`src/rtl/pe_multicast_ctrl.sv`:
```
// Per-PE multicast controller: snoops the shared tagged ifmap bus, buffers items
// addressed to this PE (or broadcast) and hands them to the PE over a valid/ready port.
module pe_multicast_ctrl #(
   parameter int DATA_SIZE  = 8,
   parameter int DATA_NUM   = 1,
   parameter int ID_BIT     = 5,
   parameter int FIFO_DEPTH = 4,
   parameter int CNT_BIT    = 16
) (
   input  logic                          clk,
   input  logic                          rst,
   input  logic                          set_id,
   input  logic [ID_BIT-1:0]             id_in,
   input  logic [ID_BIT-1:0]             bus_tag,
   input  logic [DATA_NUM*DATA_SIZE-1:0] bus_data,
   input  logic                          bus_valid,
   output logic                          bus_ready,
   output logic [DATA_NUM*DATA_SIZE-1:0] pe_data,
   output logic                          pe_enable,
   input  logic                          pe_ready,
   output logic                          cfg_valid,
   output logic [CNT_BIT-1:0]            fwd_cnt
);

   localparam int W       = DATA_NUM * DATA_SIZE;
   localparam int PTR_BIT = $clog2(FIFO_DEPTH);

   typedef enum logic [0:0] {
      UNCONF = 1'b0,
      ACTIVE = 1'b1
   } state_t;

   state_t                state;
   state_t                state_next;
   logic [ID_BIT-1:0]     cfg_id;
   logic [W-1:0]          mem [FIFO_DEPTH];
   logic [PTR_BIT-1:0]    wr_ptr;
   logic [PTR_BIT-1:0]    rd_ptr;
   logic [PTR_BIT:0]      count;
   logic                  full;
   logic                  empty;
   logic                  match;
   logic                  push;
   logic                  pop;

   assign full      = (count == (PTR_BIT+1)'(FIFO_DEPTH));
   assign empty     = (count == {(PTR_BIT+1){1'b0}});
   assign cfg_valid = (state == ACTIVE);

   // Matching deliberately uses the registered ID, so a set_id cycle still sees the old one.
   assign match     = cfg_valid & ((bus_tag == cfg_id) | (bus_tag == {ID_BIT{1'b1}}));
   assign bus_ready = ~match | ~full;
   assign push      = bus_valid & match & ~full;
   assign pe_enable = ~empty;
   assign pop       = pe_enable & pe_ready;
   assign pe_data   = empty ? {W{1'b0}} : mem[rd_ptr];

   // State register.
   always_ff @(posedge clk or posedge rst) begin
      if (rst) begin
         state <= UNCONF;
      end else begin
         state <= state_next;
      end
   end

   // Next-state logic: once configured only reset leaves ACTIVE.
   always_comb begin
      state_next = state;
      case (state)
         UNCONF: begin
            if (set_id) begin
               state_next = ACTIVE;
            end else begin
               state_next = UNCONF;
            end
         end
         ACTIVE:  state_next = ACTIVE;
         default: state_next = UNCONF;
      endcase
   end

   // Programmed ID register.
   always_ff @(posedge clk or posedge rst) begin
      if (rst) begin
         cfg_id <= {ID_BIT{1'b0}};
      end else if (set_id) begin
         cfg_id <= id_in;
      end
   end

   // FIFO storage; cleared on reset so no stale payload survives.
   always_ff @(posedge clk or posedge rst) begin
      if (rst) begin
         for (int i = 0; i < FIFO_DEPTH; i++) begin
            mem[i] <= {W{1'b0}};
         end
      end else if (push) begin
         mem[wr_ptr] <= bus_data;
      end
   end

   // FIFO pointers and occupancy; the extra count bit separates full from empty.
   always_ff @(posedge clk or posedge rst) begin
      if (rst) begin
         wr_ptr <= {PTR_BIT{1'b0}};
         rd_ptr <= {PTR_BIT{1'b0}};
         count  <= {(PTR_BIT+1){1'b0}};
      end else begin
         if (push) begin
            wr_ptr <= wr_ptr + {{(PTR_BIT-1){1'b0}}, 1'b1};
         end
         if (pop) begin
            rd_ptr <= rd_ptr + {{(PTR_BIT-1){1'b0}}, 1'b1};
         end
         case ({push, pop})
            2'b10:   count <= count + {{PTR_BIT{1'b0}}, 1'b1};
            2'b01:   count <= count - {{PTR_BIT{1'b0}}, 1'b1};
            default: count <= count;
         endcase
      end
   end

   // Delivered-item counter; a simultaneous set_id clear beats the increment.
   always_ff @(posedge clk or posedge rst) begin
      if (rst) begin
         fwd_cnt <= {CNT_BIT{1'b0}};
      end else if (set_id) begin
         fwd_cnt <= {CNT_BIT{1'b0}};
      end else if (pop) begin
         fwd_cnt <= fwd_cnt + {{(CNT_BIT-1){1'b0}}, 1'b1};
      end
   end

endmodule

```
`config.mk`:
```
export PLATFORM = sky130hd
export DESIGN_NAME = pe_multicast_ctrl
export DESIGN_NICKNAME = d
export VERILOG_FILES = /design/src/rtl/pe_multicast_ctrl.sv
export SDC_FILE = /design/constraint.sdc
export NUM_CORES = 1
export LEC_CHECK = 0
export CAP_MARGIN = 30
export CORE_ASPECT_RATIO = 0.8
export CORE_MARGIN = 3
export CORE_UTILIZATION = 36
export CTS_CLUSTER_SIZE = 8
export DETAILED_ROUTE_END_ITERATION = 6
export GPL_TIMING_DRIVEN = 0
export PLACE_DENSITY_LB_ADDON = 0.12
export SETUP_SLACK_MARGIN = 0.3
export SYNTH_ARGS = -nofsm -noshare
export SYNTH_HDL_FRONTEND = slang
export SYNTH_SLANG_ARGS = --single-unit
export TNS_END_PERCENT = 1
```
`constraint.sdc`:
```
create_clock -name clk -period 4.2 [get_ports clk]
set_input_delay 0.42 -clock clk [delete_from_list [all_inputs] [get_ports clk]]
set_output_delay 0.42 -clock clk [all_outputs]
set_load 0.05 [all_outputs]
```
==> impl_metrics.json, run 1 <==
{
  "drtPass1Iterations": 4,
  "cp_data_arrival_time_ns": 2.60,
  "power_leakage_nw": 1.65,
  "max_slew.worst_pin.slew_ns": 0.901,
  "syn_area_sq_um": 2980,
  "ir_worst_vdd_mv": 0.284,
  "synth_area_leaders": "dfrtp_1, mux2_2, mux4_2",
  "drv_cap": 0,
  "hold_path_class": "input pin to async pin",
  "clockRootBuffer": "clkbuf_8",
  "min_period_over_period": 0.719,
  "clk_pin_slew_worst_paths_ns": 0.07,
  "yosys-top-cells-count": "dfrtp_1, mux2_2, nor2_1",
  "synth_cells": 225,
  "yosys_warnings": 0,
  "worst-path-max-fanout": 6,
  "ant_nets": 0,
  "hold_viol_final": 0,
  "synth_top_area_share": 0.513,
  "place_hpwl_mm": 4.12,
  "antenna_found_initial": 0,
  "ys_seq_elements": 61,
  "tns_ns": 0,
  "synth.largest_area_cell": "dfrtp_1",
  "hold_slack_ns": 0.466,
  "synthArstFlopShare": 1.00,
  "skew_ns": 0.00453,
  "vias": 1873,
  "core_sq_um": 7710,
  "maxSlewViolCount": 0,
  "routed_wirelength_mm": 5.60,
  "outcome": "finished, final reports clean",
  "port_buffers": 49,
  "clk_latency_ns": 0.33,
  "diodes": 0,
  "synth_ff_type": "dfrtp_1",
  "grt_pass1_vias": 1900,
  "cp_data_required_time_ns": 3.78,
  "grt_max_degree": 37,
  "critical_path_class": "flop to primary output",
  "synth_seq_area_share": 0.513,
  "overflow": 0,
  "fin_nets": 317,
  "place.gp.congestion": 0.716,
  "final_core_utilization": 0.495,
  "synthToLayoutAreaGrowth_pct": 28.2,
  "viasPerCell": 4.72,
  "cts.sinks": 61,
  "clockBufferDepth": 2,
  "finalCriticalPeriod_ns": 3.02,
  "die_x_um": 108,
  "drive_gt1_frac": 0.260,
  "grt_pass1_wl_mm": 9.54,
  "drt_iter0_drc": 70,
  "synth.most_common_cell": "dfrtp_1",
  "cts_tree": "built",
  "cp-start-kind": "flop",
  "htree_levels": 3,
  "postCtsHoldBufs": 0,
  "ctsResizeCount": 0,
  "fmax_mhz": 331,
  "die_area_sq_um": 9400,
  "num_rows": 28,
  "synth_nets": 255,
  "syn_avg_cell_area_sq_um": 13.2,
  "cts_setup_buffers": 0,
  "track_usage": 0.133,
  "end_kind": "primary output",
  "yosysUniqueCellTypes": 33,
  "relSlewSlack": 0.395,
  "drc": 0,
  "rsz0062_at_grt": "false",
  "synth_edf_count": 0,
  "cts_buffers": 9,
  "report.final.setup_viol": 0,
  "wl_per_cell_um": 14.1,
  "power_density_nw_per_um2": 558,
  "ios": 50,
  "die_height_um": 87.3,
  "start_util": 0.386
}
kinds of logic after synthesis:
logic type	Yosys count	synth area share
AO/OA/AOI/OAI	3	0.0160
XOR/XNOR	26	0.0765
adder cells (fa/ha/maj)	7	0.0320
buffers and inverters	13	0.0168
flip-flops	61	0.513
multiplexers	47	0.208
AND/OR/NAND/NOR	68	0.138
state kept, by name, summed over array words and instances, names as in the netlist:
signal	count
cfg_id	5
cfg_valid	1
count	3
fwd_cnt	16
mem	32
rd_ptr	2
wr_ptr	2
stage by stage:
stage	total power [mW]	worst slack [ns]	std cells	cell area [sq um]
detailed placement	1.65	1.23	381	3620
CTS	2.16	1.08	397	3810
global route	2.26	0.956	397	3810
floorplan	1.42	1.92	225	2980
global placement	1.63	1.01	379	3600
finish	2.13	1.18	397	3810
per-layer routing:
metal | up-vias | GRT usage | wire (um)
li1 | 900 | - | -
met1 | 925 | 0.192 | 2810
met2 | 39 | 0.183 | 2430
met3 | 9 | 0.0489 | 277
met4 | 0 | 0.0482 | 74
met5 | - | 0 | 0
cell usage in the layout (no fill, tap or decap), types with 2 or more instances in the layout:
master	count
dfrtp_1	61
clkdlybuf4s50_1	49
mux2_2	35
nor2_1	21
xor2_1	15
xnor2_1	11
nand3_1	11
clkbuf_8	10
nand2_1	9
inv_1	8
mux4_2	8
nor2b_1	8
ha_1	6
clkbuf_1	5
nor2_4	4
mux2_1	3
buf_2	2
or2_2	2
and3_1	2
clkinv_2	2
worst max-delay path, cell delays in order (launching register included):
cell and delay [ns]:
dfrtp_1 0.46, nor3_1 0.77, buf_2 0.29, nor2b_1 0.06, clkdlybuf4s50_1 0.69
where the power goes:
part	total (mW)	switching [mW]	leakage, nW	internal [mW]
Clock	0.506	0.217	0.0964	0.289
Sequential	0.834	0.0977	0.802	0.736
Combinational	0.789	0.420	0.750	0.369
cell type report:
class | instances | area [sq um]
clock inverter | 4 | 47.5
clock buffer | 12 | 145
inverter | 9 | 33.8
buffer | 4 | 16.3
timing repair buffer | 51 | 515
fill | 718 | 3890
tap | 105 | 131
multi-input combinational | 151 | 1400
sequential | 61 | 1530
path summary, 6_finish.rpt:
| check | start | end | slack, ns | cells past startpoint |
|---|---|---|---|---|
| setup / recovery | count[0]$_DFFE_PP0P_ | pe_data[6] | 1.18 | 4 |
| hold / removal | rst | fwd_cnt[4]$_DFFE_PP0P_ | 0.47 | 2 |
| setup reg to reg | cfg_id[3]$_DFFE_PP0P_ | count[2]$_DFFE_PP0P_ | 1.85 | 10 |
| hold reg to reg | mem[28]$_DFFE_PP0P_ | mem[28]$_DFFE_PP0P_ | 0.48 | 1 |
| max in group asynchronous | rst | mem[2]$_DFFE_PP0P_ | 3.15 | 3 |
| min in group clk | mem[28]$_DFFE_PP0P_ | mem[28]$_DFFE_PP0P_ | 0.48 | 1 |
No activity file was read; power rests on OpenSTA's default activity.
==> inputs of run 2 (changes only) <==
==> constraint.sdc (replaced) <==
create_clock -name clk -period 3.16 [get_ports clk]
set_input_delay 0.316 -clock clk [delete_from_list [all_inputs] [get_ports clk]]
set_output_delay 0.316 -clock clk [all_outputs]
set_load 0.05 [all_outputs]
==> run 2 against run 1 <==
Effect of this change: worst hold slack got worse by 0.10 ns; utilization rose by 0.097 points; sequential cell count did not move; sequential share of layout area fell by 0.079 points; setup slack got worse by 0.74 ns; clock skew rose by 0.00051 ns; first-iteration DRC count rose by 14%; non-clock buffer count did not move; combinational power rose by 33%; routed wire length rose by 0.23%; largest cell class unchanged; critical path depth did not move; die area did not move.
==> impl_metrics.json, run 2 (same netlist as run 1, synthesis figures left out) <==
{
  "outcome": "finished, final reports clean",
  "finalCriticalPeriod_ns": 2.72,
  "die_x_um": 108,
  "clockBufferDepth": 2,
  "final_common_cell": "dfrtp_1",
  "relSlewSlack": 0.596,
  "viasPerCell": 4.74,
  "grt_pass1_vias": 1901,
  "htree_levels": 3,
  "report.final.setup_viol": 0,
  "core_sq_um": 7710,
  "drc": 0,
  "vias": 1882,
  "skew_ns": 0.00504,
  "drtPass1Iterations": 4,
  "start_util": 0.386,
  "port_buffers": 49,
  "wl_per_cell_um": 14.1,
  "multiInputGateArea_sq_um": 1400,
  "die_area_sq_um": 9400,
  "power_leakage_nw": 1.65,
  "power_density_nw_per_um2": 741,
  "top_register": "mem",
  "track_usage": 0.133,
  "overflow": 0,
  "drive_gt1_frac": 0.264,
  "largest_reg_flops": 32,
  "place.gp.congestion": 0.716,
  "cp_data_required_time_ns": 2.84,
  "r2r_cells": 10,
  "synthToLayoutAreaGrowth_pct": 28.5,
  "drt_iter0_drc": 80,
  "rsz0062_at_grt": "false",
  "die_height_um": 87.3,
  "drv_cap": 0,
  "slowest_delay_ns": 0.72,
  "max_slew.worst_pin.slew_ns": 0.606,
  "hold_viol_final": 0,
  "end_kind": "primary output",
  "num_rows": 28,
  "clk_latency_ns": 0.33,
  "ff_latch_area_sq_um": 1530,
  "place_hpwl_mm": 4.12,
  "cp_slowest_cell": "clkdlybuf4s50_1",
  "cts_tree": "built",
  "cts_buffers": 9,
  "final_cell_mix": "dfrtp_1, clkdlybuf4s50_1, mux2_2",
  "cts_setup_buffers": 0,
  "hold_path_class": "input pin to async pin",
  "antenna_found_initial": 0,
  "ios": 50,
  "maxSlewViolCount": 0,
  "grt_pass1_wl_mm": 9.55,
  "diodes": 0,
  "path_cells": "buf_2 -> mux4_2 -> nor2b_1 -> clkdlybuf4s50_1",
  "final_core_utilization": 0.496,
  "cp_data_arrival_time_ns": 2.40,
  "cp-start-kind": "flop",
  "worst-path-max-fanout": 10,
  "fmax_mhz": 368,
  "n_fill_cell": 718,
  "clockRootBuffer": "clkbuf_8",
  "critical_path_class": "flop to primary output",
  "top_regs": "mem x32, fwd_cnt x16, cfg_id x5",
  "ant_nets": 0,
  "min_period_over_period": 0.860,
  "ir_worst_vdd_mv": 0.377,
  "fin_nets": 317,
  "grt_max_degree": 37,
  "routed_wirelength_mm": 5.61,
  "clk_pin_slew_worst_paths_ns": 0.07,
  "cts.sinks": 61,
  "tns_ns": 0
}
==> run 2: cell count changes in the layout (fill, tap and decap cells not counted) <==
cell / delta
clkdlybuf4s50_1: -1
dlymetal6s2s_1: +1
nor3_1: -1
nor3_2: +1
==> run 2: area by class of cell <==
| cell class | instances | share of cell area |
|---|---|---|
| clock buffer | 12 | 0.0380 |
| sequential | 61 | 0.399 |
| inverter | 9 | 0.00884 |
| buffer | 4 | 0.00426 |
| multi-input combinational | 151 | 0.367 |
| clock inverter | 4 | 0.0124 |
| tap | 105 | 0.0344 |
| timing repair buffer | 51 | 0.136 |
==> run 2: worst max-delay path: cells and delay by family, from the launching register on <==
family        cells  cell delay (ns)
buf+inv           2             1.04
mux               1             0.56
flops             1             0.32
simple gates      1             0.15
==> run 2: power breakdown <==
group          internal, mW  switching [mW]
clock network         0.384           0.289
registers             0.978           0.133
logic                 0.491           0.559
==> run 2: final timing paths <==
check                                            from                endpoint  slack [ns]
worst max-delay path            rd_ptr[0]$_DFFE_PP0P_              pe_data[2]        0.44
worst min-delay path                              rst  fwd_cnt[4]$_DFFE_PP0P_        0.36
worst max register to register  cfg_id[3]$_DFFE_PP0P_    count[2]$_DFFE_PP0P_        0.81
worst min register to register    mem[28]$_DFFE_PP0P_     mem[28]$_DFFE_PP0P_        0.48
max in group asynchronous                         rst      mem[2]$_DFFE_PP0P_        2.21
min in group clk                  mem[28]$_DFFE_PP0P_     mem[28]$_DFFE_PP0P_        0.48
==> run 2: metal layers <==
metal / vias to the layer above / GRT usage / part of all wire
met5: - / 0 / 0
met1: 933 / 0.193 / 0.50
met4: 0 / 0.0482 / 0.0071
li1: 901 / - / -
met2: 43 / 0.182 / 0.44
met3: 5 / 0.0489 / 0.050
==> run 2: timing repair <==
item / CTS / global route
setup endpoints to repair: 4 / 1
gates resized for setup: 1 / 1
hold buffers: 0 / 0
==> run 2: metrics by stage <==
step           cells  hold WS [ns]  setup WS [ns]  cell area, sq um  power, mW
6_report         397         0.362          0.443              3820       2.83
5_1_grt          397         0.426          0.313              3820       3.01
4_1_cts          397         0.377          0.383              3820       2.88
3_5_place_dp     381         0.475          0.325              3620       2.19
3_3_place_gp     379         0.471         0.0738              3600       2.17
2_1_floorplan    225         0.451          0.925              2980       1.89
